--- config.mk ---
export PLATFORM = sky130hd
export DESIGN_NAME = incdec_arbiter_flat
export DESIGN_NICKNAME = d
export VERILOG_FILES = /design/src/rtl/incdec_arbiter_if.sv /design/src/rtl/incdec_arbiter.sv /design/src/flat_wrapper.sv
export SDC_FILE = /design/constraint.sdc
export NUM_CORES = 1
export LEC_CHECK = 0
export BUFFER_PORTS_ARGS = -buffer_cell sky130_fd_sc_hd__buf_2
export CORE_ASPECT_RATIO = 0.75
export CORE_MARGIN = 3
export CORE_UTILIZATION = 55
export DETAILED_ROUTE_END_ITERATION = 16
export PLACE_DENSITY = 0.82
export SYNTH_ARGS = -nofsm -noshare
export SYNTH_HDL_FRONTEND = slang
export SYNTH_SLANG_ARGS = --single-unit
export TNS_END_PERCENT = 20
--- constraint.sdc ---
create_clock -name i_clk -period 2.75 [get_ports i_clk]
set_clock_uncertainty 0.15 [all_clocks]
set_input_delay 0.275 -clock i_clk [delete_from_list [all_inputs] [get_ports i_clk]]
set_output_delay 0.275 -clock i_clk [all_outputs]
set_load 0.005 [all_outputs]
--- src/rtl/incdec_arbiter_if.sv ---
// Requester-side bundle for incdec_arbiter: two REQ/OP/D request channels, their ACK
// pulses, and the registered count/status outputs.
interface incdec_arbiter_if #(
  parameter int unsigned WIDTH = 4
);
  logic             req0;
  logic             req1;
  logic [1:0]       op0;
  logic [1:0]       op1;
  logic [WIDTH-1:0] d0;
  logic [WIDTH-1:0] d1;
  logic             ack0;
  logic             ack1;
  logic [WIDTH-1:0] q0;
  logic [WIDTH-1:0] q1;
  logic             cout;
  logic             busy;
  logic             gnt;

  modport master (
    output req0, req1, op0, op1, d0, d1,
    input  ack0, ack1, q0, q1, cout, busy, gnt
  );

  modport slave (
    input  req0, req1, op0, op1, d0, d1,
    output ack0, ack1, q0, q1, cout, busy, gnt
  );
endinterface

--- src/rtl/incdec_arbiter.sv ---
// Two requesters share one inc/dec adder chain. A round-robin pick in IDLE latches the
// winner's operands, EXEC writes the result back, and RESP pulses the ACK.
module incdec_arbiter #(
  parameter int unsigned WIDTH = 4
) (
  input logic             i_clk,
  input logic             i_rst,
  incdec_arbiter_if.slave bus
);

  localparam logic [1:0] OpInc  = 2'b00;
  localparam logic [1:0] OpDec  = 2'b01;
  localparam logic [1:0] OpLoad = 2'b10;

  typedef enum logic [1:0] {StIdle, StExec, StResp} state_e;

  state_e           r_state;
  state_e           w_state_nxt;
  logic             r_ptr;
  logic             r_gnt;
  logic [1:0]       r_op;
  logic [WIDTH-1:0] r_opnd;
  logic [WIDTH-1:0] r_d;
  logic [WIDTH-1:0] r_q0;
  logic [WIDTH-1:0] r_q1;
  logic             r_cout;
  logic             r_ack0;
  logic             r_ack1;

  logic             w_win;
  logic [WIDTH:0]   w_addend;
  logic [WIDTH:0]   w_sum;
  logic [WIDTH-1:0] w_res;
  logic             w_cout;

  // r_ptr names the requester that wins a tie; a lone request always wins.
  always_comb begin
    w_win = r_ptr;
    if (bus.req0 && !bus.req1) begin
      w_win = 1'b0;
    end else if (!bus.req0 && bus.req1) begin
      w_win = 1'b1;
    end
  end

  always_comb begin
    w_state_nxt = r_state;
    case (r_state)
      StIdle:  if (bus.req0 || bus.req1) w_state_nxt = StExec;
      StExec:  w_state_nxt = StResp;
      StResp:  w_state_nxt = StIdle;
      default: w_state_nxt = StIdle;
    endcase
  end

  // Decrement adds all-ones, so the carry-out doubles as the "no borrow" flag.
  always_comb begin
    w_addend = {{WIDTH{1'b0}}, 1'b1};
    if (r_op == OpDec) begin
      w_addend = {1'b0, {WIDTH{1'b1}}};
    end
    w_sum  = {1'b0, r_opnd} + w_addend;
    w_res  = '0;
    w_cout = 1'b0;
    case (r_op)
      OpInc, OpDec: begin
        w_res  = w_sum[WIDTH-1:0];
        w_cout = w_sum[WIDTH];
      end
      OpLoad:  w_res = r_d;
      default: w_res = '0;
    endcase
  end

  always_ff @(posedge i_clk) begin
    if (i_rst) begin
      r_state <= StIdle;
    end else begin
      r_state <= w_state_nxt;
    end
  end

  always_ff @(posedge i_clk) begin
    if (i_rst) begin
      r_ptr  <= 1'b0;
      r_gnt  <= 1'b0;
      r_op   <= OpInc;
      r_opnd <= '0;
      r_d    <= '0;
      r_q0   <= '0;
      r_q1   <= '0;
      r_cout <= 1'b0;
      r_ack0 <= 1'b0;
      r_ack1 <= 1'b0;
    end else begin
      r_ack0 <= 1'b0;
      r_ack1 <= 1'b0;
      case (r_state)
        StIdle: begin
          if (bus.req0 || bus.req1) begin
            r_gnt  <= w_win;
            r_op   <= w_win ? bus.op1 : bus.op0;
            r_d    <= w_win ? bus.d1 : bus.d0;
            r_opnd <= w_win ? r_q1 : r_q0;
          end
        end
        StExec: begin
          if (r_gnt) begin
            r_q1 <= w_res;
          end else begin
            r_q0 <= w_res;
          end
          r_cout <= w_cout;
          r_ack0 <= ~r_gnt;
          r_ack1 <= r_gnt;
        end
        StResp:  r_ptr <= ~r_gnt;
        default: ;
      endcase
    end
  end

  assign bus.ack0 = r_ack0;
  assign bus.ack1 = r_ack1;
  assign bus.q0   = r_q0;
  assign bus.q1   = r_q1;
  assign bus.cout = r_cout;
  assign bus.gnt  = r_gnt;
  assign bus.busy = (r_state != StIdle);

endmodule

--- src/flat_wrapper.sv ---
// flat-port wrapper written by rule: the top's interface ports become plain ports
module incdec_arbiter_flat 
#(
  parameter int unsigned WIDTH = 4
)
  (i_clk, i_rst, bus_req0, bus_req1, bus_op0, bus_op1, bus_d0, bus_d1, bus_ack0, bus_ack1, bus_q0, bus_q1, bus_cout, bus_busy, bus_gnt);
  incdec_arbiter_if #(.WIDTH(WIDTH)) bus_i ();
  input logic i_clk;
  input logic i_rst;
  input wire logic [$bits(bus_i.req0)-1:0] bus_req0;
  input wire logic [$bits(bus_i.req1)-1:0] bus_req1;
  input wire logic [$bits(bus_i.op0)-1:0] bus_op0;
  input wire logic [$bits(bus_i.op1)-1:0] bus_op1;
  input wire logic [$bits(bus_i.d0)-1:0] bus_d0;
  input wire logic [$bits(bus_i.d1)-1:0] bus_d1;
  output wire logic [$bits(bus_i.ack0)-1:0] bus_ack0;
  output wire logic [$bits(bus_i.ack1)-1:0] bus_ack1;
  output wire logic [$bits(bus_i.q0)-1:0] bus_q0;
  output wire logic [$bits(bus_i.q1)-1:0] bus_q1;
  output wire logic [$bits(bus_i.cout)-1:0] bus_cout;
  output wire logic [$bits(bus_i.busy)-1:0] bus_busy;
  output wire logic [$bits(bus_i.gnt)-1:0] bus_gnt;
  assign bus_i.req0 = bus_req0;
  assign bus_i.req1 = bus_req1;
  assign bus_i.op0 = bus_op0;
  assign bus_i.op1 = bus_op1;
  assign bus_i.d0 = bus_d0;
  assign bus_i.d1 = bus_d1;
  assign bus_ack0 = bus_i.ack0;
  assign bus_ack1 = bus_i.ack1;
  assign bus_q0 = bus_i.q0;
  assign bus_q1 = bus_i.q1;
  assign bus_cout = bus_i.cout;
  assign bus_busy = bus_i.busy;
  assign bus_gnt = bus_i.gnt;
  incdec_arbiter #(.WIDTH(WIDTH)) u_core (.i_clk(i_clk), .i_rst(i_rst), .bus(bus_i));
endmodule
==> impl_summary.txt <==
----------------------------------------------------
[Outcome]
  Outcome ... finished clean

[Power and ir drop]
  Sum of internal, switching and leakage power ... 0.785 mW
  Worst IR drop on VDD ... between 500 and 600 uV
  Int Power ... 0.531 mW
  Comb pwr share ... 0.235
  Clock network fraction of design power ... 0.219
  Static Leak ... between 0.5 and 0.6 nW
  Pwr per Cell Area ... 592 nW/um^2
  Sw power ... approximately 0.25 mW
  Switching portion of total power ... 0.323
  Portion of total power attributed to sequential cells ... 0.546

[Clock tree]
  Post-cts resize count ... 0
  Cts bufs inserted ... 3
  TritonCTS clock tree ... yes
  Clock-pin slew of the registers on the worst-case setup and hold paths ... 0.14 ns
  CTS root buf ... clkbuf_4
  Number of sinks on the clock net ... 25
  Worst-case clock buffer depth ... 2
  Number of post-CTS setup repair buffers ... 0
  Worst-skew pair later-pin latency ... 0.34 ns
  Number of hold buffers added after cts ... 0
  Htree depth ... 1

[Die]
  FP Rows ... 13
  Placeable Area ... 1870 um^2
  Die outline area ... between 2000 and 3000 um^2
  Width of the chip ... 59.5 um
  Starting Density ... 0.632
  Ports ... 29
  Die Y-Extent ... 46.2 um

[Global route]
  Number of global-route vias before repair ... 1003
  Met1 global-route usage ... 0.287
  Global route hottest layer ... met2
  Pin count of the biggest net entering global routing ... 26
  Met3 usage in global routing ... 0.0672
  Global route overflow ... 0
  Global-route wire length before repair ... 4.53 mm
  Initial antenna violation count ... 0
  GR Util met2 ... 0.353
  GRT Total Usage ... 0.222

[Flow run]
  Count of maximum capacitance violations ... 0

[Logic synthesis]
  Cell variety after synth ... 31
  Count leader, synth ... nor2_1
  Post-synthesis async set-or-reset flop share ... 0
  Nets in the synthesized netlist ... about 150
  Synthesized area divided by synthesized cell count ... 9.03 um^2
  Cells after Synth ... 131
  Number of synthesized flops with an enable pin ... 0
  Top area cells in the synthesized netlist ... dfxtp_1 42%, a211oi_1 13%, mux2i_1 9.3%
  Largest area contributor in the netlist ... dfxtp_1
  Top cell type's share of synthesized area ... 0.423
  Area of the mapped netlist ... 1180 um^2
  Post-synthesis register bit count ... 25
  Count of synthesis-stage warnings from yosys ... 0
  Post-synthesis sequential area ratio ... 0.423
  Prevailing post-synth register cell ... dfxtp_1
  Top cell types by occurrence after synthesis ... 26 x nor2_1, 25 x dfxtp_1, 20 x a211oi_1

[Finish]
  Diode insertion count for antenna repair ... 0
  Post-route cell area ... about 1300 um^2
  Multi-input combinational cell area ... 604 um^2
  Proportion of layout cells with a drive suffix above 1 ... 0.252
  Filler cell count in the final layout ... between 150 and 200
  Final net count ... between 150 and 200
  Area Overhead vs Synth ... 12.2%
  Area taken by flip-flops and latches ... 500 um^2

[Routing]
  Antenna violation net count after detailed routing ... 0
  Sum of routed wire length over all layers ... around 2.7 mm
  Number of DRC violations after detailed-routing iteration 0 ... 22
  Residual DRC ... 0
  Detailed-route vias per instance ... 5.85
  Vias post-DR ... about 1000
  Routed length per instance ... 15.1 um
  Number of detailed-route iterations in the first pass ... 4

[Timing]
  Fmax ... 434 MHz
  Final count of pins violating max slew ... 0
  Transition at the pin with the smallest max-transition slack ... 0.449 ns
  Final hold vios ... 0
  Total setup violations reported at the end of the flow ... 0
  Post-route setup TNS ... 0 ns
  Share of the clock period used by the worst path ... 0.839
  Relative slew slack ... 0.701
  Post-layout minimum cycle time ... 2.31 ns
  Unrepaired setup endpoints after global routing ... no

[Worst setup path]
  Crit. End Element ... flip-flop
  Maximum net fanout on the critical path ... 12
  Worst path required time ... 2.85 ns
  Category of the most critical setup path ... flip-flop to flip-flop
  CP arrival ... 2.40 ns
  CP Launch Type ... flip-flop

[Worst hold path]
  Hold Path Class ... input pin to flip-flop

[Placed design]
  Count of port buffers added during placement ... 28
  Final HPWL DP ... 2.01 mm
  Gp weighted congestion ... approximately 0.85
  Cell area reported after detailed placement ... between 1000 and 1500 um^2

----------------------------------------------------
==> layer usage <==
layer  part of all wire  vias to the layer above
met3              0.049                        7
li1                   -                      512
met1               0.48                      498
met5                  0                        -
met2               0.45                       19
met4              0.020                        0
==> layout by cell type, fill, tap and decap left out, drive strengths merged, types with 2 or more instances in the layout <==
cell	count
buf	29
nor2	29
dfxtp	25
a211oi	20
mux2i	11
nor3	7
inv	5
nand2	3
clkbuf	3
nand2b	2
nor2b	2
a31oi	2
o21ai	2
ha	2
==> registers in the layout, summed over array words and instances, names as in the netlist <==
name,cells
u_core.bus.cout,1
u_core.bus.ack0,1
u_core.bus.ack1,1
u_core.r_ptr,1
u_core.bus.q0,4
u_core.r_opnd,4
u_core.r_state,2
u_core.bus.gnt,1
u_core.r_d,4
u_core.r_op,2
u_core.bus.q1,4
==> worst max-delay path, cell delays in order (launching register included) <==
cell and delay (ns):
dfxtp_1 0.58, nand2b_1 0.24, xnor2_1 0.15, ha_1 0.30, o21a_1 0.15, nor3_1 0.05
o32a_1 0.38, a211oi_1 0.23
==> logic make-up (layout without fill, tap and decap cells) <==
kind of cell / count (synthesis) / count (layout) / synth area share
xor gates and xnor gates: 2 / 2 / 0.0148
and+or+nand+nor: 46 / 46 / 0.186
AOI/OAI and AO/OA: 30 / 30 / 0.186
muxes: 11 / 11 / 0.0931
adders and majority gates: 3 / 3 / 0.0307
buffers and inverters: 14 / 38 / 0.0656
DFF: 25 / 25 / 0.423
==> metrics by stage <==
| step | hold slack (ns) | utilization | instances | setup slack (ns) |
|---|---|---|---|---|
| after floorplan | 0.303 | - | 131 | 0.904 |
| after global placement | 0.295 | 0.694 | 173 | 0.641 |
| after detailed placement | 0.304 | 0.694 | 173 | 0.515 |
| after CTS | 0.0642 | 0.709 | 177 | 0.454 |
| after global routing | 0.103 | 0.709 | 177 | 0.312 |
| final | 0.0769 | 0.709 | 177 | 0.444 |
==> power groups by stage <==
stage	Clock (mW)	Combinational (mW)	Sequential [mW]
after floorplan	0	0.152	0.419
after global placement	0	0.176	0.433
after detailed placement	0	0.185	0.436
after CTS	0.177	0.186	0.428
after global routing	0.191	0.209	0.434
final	0.172	0.185	0.429
==> final timing paths <==
check / slack [ns] / startpoint / cells after the start / to
hold / removal: 0.08 / bus_req0 / 3 / u_core.r_state[0]
setup reg to reg: 0.44 / u_core.r_op[1] / 7 / u_core.bus.q1[2]
hold reg to reg: 0.31 / u_core.bus.cout / 2 / u_core.bus.cout
setup / recovery: 0.44 / u_core.r_op[1] / 7 / u_core.bus.q1[2]
==> layout make-up <==
| type | count | area share |
|---|---|---|
| multi-input cells | 92 | 0.456 |
| flip-flops and latches | 25 | 0.377 |
| repair buffers | 29 | 0.111 |
| well taps | 22 | 0.0208 |
| clock buffers | 3 | 0.0170 |
| inverters | 5 | 0.0142 |
| clock inverters | 1 | 0.00377 |
No activity file was read; power rests on OpenSTA's default activity.
